`config.mk`:
```
export PLATFORM = sky130hd
export DESIGN_NAME = sys_rst_ctrl
export DESIGN_NICKNAME = d
export VERILOG_FILES = /design/src/rtl/sys_rst_pkg.sv /design/src/rtl/sys_rst_ctrl_sync2.sv /design/src/rtl/sys_rst_ctrl.sv
export SDC_FILE = /design/constraint.sdc
export NUM_CORES = 1
export LEC_CHECK = 0
export CORE_ASPECT_RATIO = 1.2
export CORE_MARGIN = 1.5
export CORE_UTILIZATION = 40
export DETAILED_ROUTE_END_ITERATION = 10
export PLACE_DENSITY_LB_ADDON = 0.12
export SYNTH_ARGS = -nofsm -noshare
export SYNTH_HDL_FRONTEND = slang
export SYNTH_SLANG_ARGS = --single-unit
```
`constraint.sdc`:
```
create_clock -name i_refclk -period 6.85 [get_ports i_refclk]
set_input_delay 1.37 -clock i_refclk [delete_from_list [all_inputs] [get_ports i_refclk]]
set_output_delay 1.37 -clock i_refclk [all_outputs]
set_load 0.01 [all_outputs]
```
`src/rtl/sys_rst_pkg.sv`:
```
// ---------------------------------------------------------------------------
// sys_rst_pkg
// Shared types and default timing for the refclk-domain reset sequencer.
// Defaults are for a 24 MHz reference clock.
// ---------------------------------------------------------------------------
package sys_rst_pkg;

  typedef enum logic [2:0] {
    ST_PLL_RST   = 3'd0,
    ST_WAIT_LOCK = 3'd1,
    ST_STABLE    = 3'd2,
    ST_RELEASE   = 3'd3,
    ST_RUN       = 3'd4
  } state_t;

  localparam int RELOCK_W = 8;

  localparam int DEF_NUM_RST             = 3;
  localparam int DEF_PLL_RST_CYCLES      = 24;     // 1 us
  localparam int DEF_LOCK_TIMEOUT_CYCLES = 24000;  // 1 ms
  localparam int DEF_LOCK_STABLE_CYCLES  = 240;    // 10 us
  localparam int DEF_STAGGER_CYCLES      = 16;

  function automatic int max_of4(input int a, input int b, input int c, input int d);
    int m;
    m = a;
    if (b > m) m = b;
    if (c > m) m = c;
    if (d > m) m = d;
    return m;
  endfunction

endpackage

```
`src/rtl/sys_rst_ctrl_sync2.sv`:
```
// ---------------------------------------------------------------------------
// sys_sync2
// Two-flop single-bit synchronizer with asynchronous active-low clear.
// Ports:
//   i_clk   - destination clock
//   i_rst_n - async active-low clear (output forced low)
//   i_d     - asynchronous input bit
//   o_q     - synchronized output, two clock edges behind i_d
// ---------------------------------------------------------------------------
module sys_sync2 (
  input  logic i_clk,
  input  logic i_rst_n,
  input  logic i_d,
  output logic o_q
);

  logic r_meta;
  logic r_q;

  always_ff @(posedge i_clk or negedge i_rst_n) begin
    if (!i_rst_n) begin
      r_meta <= 1'b0;
      r_q    <= 1'b0;
    end else begin
      r_meta <= i_d;
      r_q    <= r_meta;
    end
  end

  assign o_q = r_q;

endmodule

```
`src/rtl/sys_rst_ctrl.sv`:
```
// ---------------------------------------------------------------------------
// sys_rst_ctrl
// Reset sequencer behind the system PLL wrapper. Pulses the PLL reset,
// qualifies lock, then releases the system resets in index order with a
// fixed stagger. Lock loss (RELEASE/RUN) restarts from the PLL reset and is
// counted; a software request in RUN restarts from lock qualification.
//
// state      | meaning
// -----------+--------------------------------------------------------------
// PLL_RST    | o_pll_rst high for PLL_RST_CYCLES
// WAIT_LOCK  | waiting for synchronized lock, bounded by LOCK_TIMEOUT_CYCLES
// STABLE     | lock must stay high for LOCK_STABLE_CYCLES
// RELEASE    | o_sys_rst_n bits rise every STAGGER_CYCLES, bit 0 on entry
// RUN        | all resets released, o_rst_done high
//
// Ports:
//   i_refclk        - free-running reference clock (only clock)
//   i_rst_n         - async active-low board reset
//   i_pll_locked    - PLL lock, asynchronous to i_refclk
//   i_sw_reset_req  - single-cycle software reset request (used in RUN only)
//   o_pll_rst       - active-high PLL reset
//   o_sys_rst_n     - active-low sequenced system resets
//   o_rst_done      - high only in RUN
//   o_relock_count  - saturating count of lock losses after release
// ---------------------------------------------------------------------------
module sys_rst_ctrl
  import sys_rst_pkg::*;
#(
  parameter int NUM_RST             = DEF_NUM_RST,
  parameter int PLL_RST_CYCLES      = DEF_PLL_RST_CYCLES,
  parameter int LOCK_TIMEOUT_CYCLES = DEF_LOCK_TIMEOUT_CYCLES,
  parameter int LOCK_STABLE_CYCLES  = DEF_LOCK_STABLE_CYCLES,
  parameter int STAGGER_CYCLES      = DEF_STAGGER_CYCLES
) (
  input  logic                i_refclk,
  input  logic                i_rst_n,
  input  logic                i_pll_locked,
  input  logic                i_sw_reset_req,
  output logic                o_pll_rst,
  output logic [NUM_RST-1:0]  o_sys_rst_n,
  output logic                o_rst_done,
  output logic [RELOCK_W-1:0] o_relock_count
);

  localparam int CNT_MAX  = max_of4(PLL_RST_CYCLES, LOCK_TIMEOUT_CYCLES,
                                    LOCK_STABLE_CYCLES, NUM_RST * STAGGER_CYCLES);
  localparam int CNT_W    = $clog2(CNT_MAX + 1);
  localparam int LAST_TAP = (NUM_RST - 1) * STAGGER_CYCLES;

  logic                w_rst_ok;
  logic                w_lock_s;
  state_t              r_state;
  state_t              w_state_nxt;
  logic [CNT_W-1:0]    r_cnt;
  logic [CNT_W-1:0]    w_cnt_nxt;
  logic                w_lock_loss;
  logic                w_tap;
  logic [NUM_RST-1:0]  w_rel_nxt;
  logic                r_pll_rst;
  logic [NUM_RST-1:0]  r_sys_rst_n;
  logic                r_rst_done;
  logic [RELOCK_W-1:0] r_relock_cnt;

  // Board reset asserts asynchronously everywhere; its release only lets the
  // FSM advance once it has passed through the synchronizer.
  sys_sync2 u_rst_sync (
    .i_clk   (i_refclk),
    .i_rst_n (i_rst_n),
    .i_d     (1'b1),
    .o_q     (w_rst_ok)
  );

  sys_sync2 u_lock_sync (
    .i_clk   (i_refclk),
    .i_rst_n (i_rst_n),
    .i_d     (i_pll_locked),
    .o_q     (w_lock_s)
  );

  always_comb begin
    w_state_nxt = r_state;
    w_lock_loss = 1'b0;
    if (w_rst_ok) begin
      unique case (r_state)
        ST_PLL_RST:
          if (r_cnt == CNT_W'(PLL_RST_CYCLES - 1)) w_state_nxt = ST_WAIT_LOCK;
        ST_WAIT_LOCK:
          if (w_lock_s)                                    w_state_nxt = ST_STABLE;
          else if (r_cnt == CNT_W'(LOCK_TIMEOUT_CYCLES - 1)) w_state_nxt = ST_PLL_RST;
        ST_STABLE:
          if (!w_lock_s)                                   w_state_nxt = ST_WAIT_LOCK;
          else if (r_cnt == CNT_W'(LOCK_STABLE_CYCLES - 1)) w_state_nxt = ST_RELEASE;
        ST_RELEASE:
          if (!w_lock_s) begin
            w_state_nxt = ST_PLL_RST;
            w_lock_loss = 1'b1;
          end else if (r_cnt == CNT_W'(LAST_TAP)) begin
            w_state_nxt = ST_RUN;
          end
        ST_RUN:
          // lock loss takes priority over a coincident software request
          if (!w_lock_s) begin
            w_state_nxt = ST_PLL_RST;
            w_lock_loss = 1'b1;
          end else if (i_sw_reset_req) begin
            w_state_nxt = ST_STABLE;
          end
        default: w_state_nxt = ST_PLL_RST;
      endcase
    end
  end

  // Shared counter: cleared on every state change, parked in RUN.
  always_comb begin
    if (!w_rst_ok)
      w_cnt_nxt = r_cnt;
    else if (w_state_nxt != r_state || r_state == ST_RUN)
      w_cnt_nxt = '0;
    else
      w_cnt_nxt = r_cnt + 1'b1;
  end

  // A tap fires on the edge where the counter reaches i*STAGGER_CYCLES.
  always_comb begin
    w_tap = 1'b0;
    for (int i = 1; i < NUM_RST; i++) begin
      if (r_cnt == CNT_W'(i * STAGGER_CYCLES - 1)) w_tap = 1'b1;
    end
  end

  // Shifting ones in from bit 0 keeps releases strictly in index order.
  always_comb begin
    w_rel_nxt = '0;
    if (w_state_nxt == ST_RELEASE && r_state != ST_RELEASE)
      w_rel_nxt[0] = 1'b1;
    else if (w_state_nxt == ST_RELEASE && w_tap)
      w_rel_nxt = (r_sys_rst_n << 1) | NUM_RST'(1);
    else if (w_state_nxt == ST_RELEASE || w_state_nxt == ST_RUN)
      w_rel_nxt = r_sys_rst_n;
  end

  always_ff @(posedge i_refclk or negedge i_rst_n) begin
    if (!i_rst_n) begin
      r_state      <= ST_PLL_RST;
      r_cnt        <= '0;
      r_pll_rst    <= 1'b1;
      r_sys_rst_n  <= '0;
      r_rst_done   <= 1'b0;
      r_relock_cnt <= '0;
    end else begin
      r_state     <= w_state_nxt;
      r_cnt       <= w_cnt_nxt;
      r_pll_rst   <= (w_state_nxt == ST_PLL_RST);
      r_sys_rst_n <= w_rel_nxt;
      r_rst_done  <= (w_state_nxt == ST_RUN);
      if (w_lock_loss && r_relock_cnt != '1)
        r_relock_cnt <= r_relock_cnt + 1'b1;
    end
  end

  assign o_pll_rst      = r_pll_rst;
  assign o_sys_rst_n    = r_sys_rst_n;
  assign o_rst_done     = r_rst_done;
  assign o_relock_count = r_relock_cnt;

endmodule

```
=== Word-level counts from Yosys, hierarchy flattened ===
Cells that the tools add are included.
W data, S select, Z words.

* $add $sub $neg: 2
* Equal/unequal tests: 16
* Mux-type cells: 21
* Reductions and logical operators: 8

{| class="wikitable"
|+ Operators with widths
! cell !! count
|-
| $mux W3 || 12
|-
| $eq A15 B5 Y1 const B || 2
|-
| $add A15 B1 Y15 const B || 1
|-
| $eq A15 B15 Y1 const B || 1
|-
| $eq A15 B4 Y1 const B || 1
|-
| $eq A15 B6 Y1 const B || 1
|-
| $eq A15 B8 Y1 const B || 1
|-
| $mux W15 || 1
|-
| $pmux W3 S5 || 1
|-
| $eq A3 B2 Y1 const B || 3
|-
| $add A8 B1 Y8 const B || 1
|-
| $ne A8 B8 Y1 const B || 1
|-
| $eq A3 B3 Y1 const B || 2
|-
| $logic_not A3 Y1 || 2
|-
| $mux W1 || 6
|-
| $eq A3 B1 Y1 const B || 1
|-
| $logic_and A1 B1 Y1 || 3
|-
| $ne A3 B2 Y1 const B || 1
|-
| $ne A3 B3 Y1 || 1
|-
| $ne A3 B3 Y1 const B || 1
|-
| $logic_or A1 B1 Y1 || 2
|-
| $mux W2 || 1
|-
| $reduce_or A2 Y1 || 1
|}

* Register bits: 35
* Output and inout port bits: 13

=== Depth between registers and ports, before layout ===
* Word-level depth: 10
* Gate-level depth with buffers: 9

=== Modules after synthesis ===
Synthesis repeated with hierarchy kept, for this count alone.

* Cells, all modules: 210
* Area total of the unflattened synthesis: 2025.7 um^2

{| class="wikitable"
|+ By module, submodules not included
! module !! instances !! cells each !! area each (um^2)
|-
| sys_rst_ctrl || 1 || 206 || 1925.6
|-
| sys_sync2 || 2 || 2 || 50.0
|}

=== Worst setup path before layout ===
OpenSTA, ideal clock, no wires.

* Kind: input to register
* Start point: in i_sw_reset_req
* End point: reg r_cnt[6]
* Library setup time: 0.084 ns
* Arrival time: 2.796 ns
* Path slack: 3.970 ns
* Cell stages on the path: 6
* Buffers on the path: 0
* Cells stage by stage: or4bb_1 > a21oi_1 > nor2b_1 > a31oi_1 > a21bo_2 > a21boi_0

* Cells in the longest elaborated chain, start to end: 7

{| class="wikitable"
|+ RTL lines
! element !! RTL line !! source
|-
| start: declaration || sys_rst_ctrl.sv:38 || <nowiki>input logic i_sw_reset_req,</nowiki>
|-
| $mux W3 || sys_rst_ctrl.sv:105 || <nowiki>end else if (i_sw_reset_req) begin</nowiki>
|-
| $mux W3 || sys_rst_ctrl.sv:102 || <nowiki>if (!w_lock_s) begin</nowiki>
|-
| $pmux W3 S5 || sys_rst_ctrl.sv:84 || <nowiki>unique case (r_state)</nowiki>
|-
| $mux W3 || sys_rst_ctrl.sv:83 || <nowiki>if (w_rst_ok) begin</nowiki>
|-
| $ne A3 B3 Y1 || sys_rst_ctrl.sv:117 || <nowiki>else if (w_state_nxt != r_state || r_state == ST_RUN)</nowiki>
|-
| $logic_or A1 B1 Y1 || sys_rst_ctrl.sv:117 ||
|-
| $mux W15 || sys_rst_ctrl.sv:117 ||
|-
| end signal: assignment || sys_rst_ctrl.sv:152 || <nowiki>r_cnt <= w_cnt_nxt;</nowiki>
|-
| end: declaration || sys_rst_ctrl.sv:54 || <nowiki>logic [CNT_W-1:0] r_cnt;</nowiki>
|}

No other way between the ends.
A chain may end at the register's enable or synchronous reset.

=== Worst setup path in the final report ===
* Start point: in i_sw_reset_req
* End point: reg r_cnt[3]

Same word-level chain as after synthesis.

==> impl_metrics.env <==
export IMPL_cts_num_sinks=35
export IMPL_hp_class="reg2reg"
export IMPL_die_h_um=78.4
export IMPL_synth_edf_count=0
export IMPL_yosys_warnings=0
export IMPL_setup_slack_ns=3.56
export IMPL_drt_initial_drc_count=115
export IMPL_power_density_nw_per_um2=249
export IMPL_synthDistinctLibCells=49
export IMPL_clkLatencyLatePin_ns=0.29
export IMPL_dpl_hpwl_mm=3.02
export IMPL_grt_antenna_before_repair=0
export IMPL_diodes=0
export IMPL_wl_met2_mm=2.14
export IMPL_cts_path_max_buffers=2
export IMPL_ys_flop_type="dfrtp_1"
export IMPL_drive_gt1_frac=0.0856
export IMPL_crit_path_top_delay_cell="or4bb_1"
export IMPL_grt_start_max_net_pins=36
export IMPL_maxSlewHeadroom=0.610
export IMPL_final_common_cell="dfrtp_1"
export IMPL_fillers=455
export IMPL_tritoncts="built"
export IMPL_startpoint_type="input pin"
export IMPL_worst_pin_slew_ns=0.585
export IMPL_fin_nets=228
export IMPL_post_cts_setup_buffers=0
export IMPL_drv_cap=0
export IMPL_overflow=0
export IMPL_end_kind="flop"
export IMPL_cts_hold_buffers_added=0
export IMPL_grt_first_pass_wirelength_mm=7.20
export IMPL_mostFrequentLayoutCells="dfrtp_1 (34), nor2_1 (26), clkdlybuf4s50_1 (16)"
export IMPL_wl_per_cell_um=14.7
export IMPL_fp_dieW_um=65.8
export IMPL_path_max_fanout=10
export IMPL_cp_arrival_ns=3.50
export IMPL_period_needed_ns=3.29
export IMPL_syn_area_um2=1890
export IMPL_required_ns=7.06
export IMPL_antenna_left=0
export IMPL_clkTransAtPathRegs_ns=0.07
export IMPL_avgSynthCellArea_um2=9.20
export IMPL_syn_nets=213
export IMPL_initial_utilization=0.415
export IMPL_synthToLayoutAreaGrowth_pct=16.1
export IMPL_dpl_worst_slack_ns=3.26
export IMPL_p_int_mw=0.383
export IMPL_skew_ns=0.00647
export IMPL_cts_buffers=5
export IMPL_grt_pass1_vias=1575
export IMPL_finalSetupTns_ns=0
export IMPL_ys_seq_elements=35
export IMPL_synth_top_cell_area_share=0.449
export IMPL_leakage_nw=0.896
export IMPL_io_buffer_count=16
export IMPL_reg2reg_slack_ns=4.12
export IMPL_max_freq_mhz=304
export IMPL_fin_crit_sh=0.480
export IMPL_ys_seq_area_frac=0.463
export IMPL_async_flop_share=1.00
export IMPL_critPathKind="in2reg"
export IMPL_remaining_drc_errors=0
export IMPL_gp_congestion=0.822
export IMPL_wl_met3_um=133
export IMPL_post_cts_resized=0
export IMPL_synthCells=206
export IMPL_rsz0062_at_grt="no"
export IMPL_postRouteWirelength_mm=4.11
export IMPL_irDropWorstVdd_mv=0.143
export IMPL_crit_path_max_incr_delay_ns=0.50
export IMPL_die_area_um2=5160
export IMPL_highest_layer="met4"
export IMPL_p_sw_frac=0.300
export IMPL_whs_ns=0.355
export IMPL_p_seq_frac=0.471
export IMPL_setup_viol=0
export IMPL_avgViaCountPerCell=5.54
export IMPL_clock_tree_root_cell="clkbuf_8"
export IMPL_io_pins=17
export IMPL_p_switching_mw=0.164
export IMPL_status="finished, final reports clean"
export IMPL_wl_met1_mm=1.74
export IMPL_crit_family="compound AO/OA/AOI/OAI gates"
export IMPL_track_usage=0.179
export IMPL_core_area_um2=4560
export IMPL_clock_power_share=0.335
export IMPL_vias=1552
export IMPL_slew_violations=0
export IMPL_rows=27
export IMPL_combinationalPowerShare=0.194
export IMPL_finalHoldViolations=0
export IMPL_yosys_area_top_type="dfrtp_1"
export IMPL_cts_max_level=2
export IMPL_cp_cell_sequence="clkdlybuf4s50_1 -> or4bb_1 -> a21oi_1 -> nor2b_1 -> a31oi_1 -> a21oi_2 -> nor3_1"
export IMPL_synth_area_leaders="dfrtp_1 (45%), nor2_1 (5.2%), xnor2_1 (4.6%)"
export IMPL_dr_pass1_iters=4
export IMPL_cp_num_buf_inv=1
==> cells in the mapped netlist, types with 2 or more instances <==
library cell / count
o22ai_1: 3
xor2_1: 5
nor3_1: 4
a21oi_1: 7
a21o_1: 2
nor2b_1: 2
o21ai_0: 8
o31ai_1: 2
or3_1: 2
and4_1: 2
nand4_1: 8
a31oi_1: 2
buf_4: 3
xnor2_1: 10
nor4_1: 4
nor4b_1: 2
buf_2: 3
ha_1: 3
clkbuf_1: 3
or4_1: 2
inv_1: 13
o211ai_1: 3
dfrtp_1: 34
nand3_1: 12
nand2_1: 15
nor2_1: 26
mux2_2: 2
nor3b_1: 2
and3_1: 2
==> power groups by stage <==
| stage | Combinational (mW) | Sequential [mW] | Clock (mW) |
|---|---|---|---|
| final | 0.106 | 0.258 | 0.183 |
| after global routing | 0.120 | 0.261 | 0.196 |
| after CTS | 0.108 | 0.257 | 0.189 |
| after detailed placement | 0.108 | 0.261 | 0 |
| after global placement | 0.103 | 0.260 | 0 |
| after floorplan | 0.0853 | 0.245 | 0 |
==> registers in the layout (all words and copies together), names as in the netlist, 3 cells and up <==
name            flops
r_cnt              15
r_state             3
o_relock_count      8
o_sys_rst_n         3
==> metrics by stage <==
stage | instances | cell area, µm² | utilization | total power [mW]
after floorplan | 206 | 1890 | - | 0.330
final | 280 | 2200 | 0.482 | 0.547
after detailed placement | 272 | 2090 | 0.457 | 0.369
after global routing | 280 | 2200 | 0.482 | 0.577
after global placement | 272 | 2090 | 0.457 | 0.363
after CTS | 280 | 2200 | 0.482 | 0.555
==> routing by layer <==
| metal | up-vias | GRT usage |
|---|---|---|
| met2 | 30 | 0.315 |
| met3 | 9 | 0.0430 |
| li1 | 756 | - |
| met4 | 0 | 0.0625 |
| met1 | 757 | 0.209 |
| met5 | - | 0 |
==> cells by family (layout without fill, tap and decap cells) <==
group,count (synthesis),count (layout),share of synthesized area
AO/OA/AOI/OAI,36,36,0.126
XOR/XNOR,15,15,0.0693
adder cells (fa/ha/maj),3,3,0.0198
buffers and inverters,23,39,0.0535
flip-flops,35,35,0.463
multiplexers,2,2,0.0119
other,1,1,0.00198
AND/OR/NAND/NOR,91,91,0.254
==> worst register-to-register path: stages (launching register included) <==
cell and delay (ns):
dfrtp_1 0.45, or4b_1 0.55, o41ai_2 0.40, nor2b_1 0.25, a32oi_1 0.13, o21a_1 0.25
or3b_4 0.43, o22ai_1 0.17
==> final timing paths <==
kind / cells past startpoint / end / from
min reg2reg: 0 / u_lock_sync.o_q$_DFF_PN0_ / u_lock_sync.r_meta$_DFF_PN0_
min: 0 / u_lock_sync.o_q$_DFF_PN0_ / u_lock_sync.r_meta$_DFF_PN0_
min in group asynchronous: 2 / r_cnt[10]$_DFFE_PN0P_ / i_rst_n
max: 7 / r_cnt[3]$_DFFE_PN0P_ / i_sw_reset_req
max in group asynchronous: 2 / o_pll_rst$_DFF_PN1_ / i_rst_n
max reg2reg: 7 / o_sys_rst_n[2]$_DFFE_PN0P_ / r_cnt[6]$_DFFE_PN0P_
==> final cells by class <==
| type | instances | area (µm²) | area share |
|---|---|---|---|
| Clock inverter | 3 | 43.8 | 0.0199 |
| Timing Repair Buffer | 17 | 168 | 0.0763 |
| Clock buffer | 5 | 68.8 | 0.0313 |
| Inverter | 14 | 52.6 | 0.0239 |
| Tap cell | 58 | 72.6 | 0.0330 |
| Multi-Input combinational cell | 148 | 916 | 0.417 |
| Sequential cell | 35 | 877 | 0.399 |
Power figures use the tool's default switching activity.
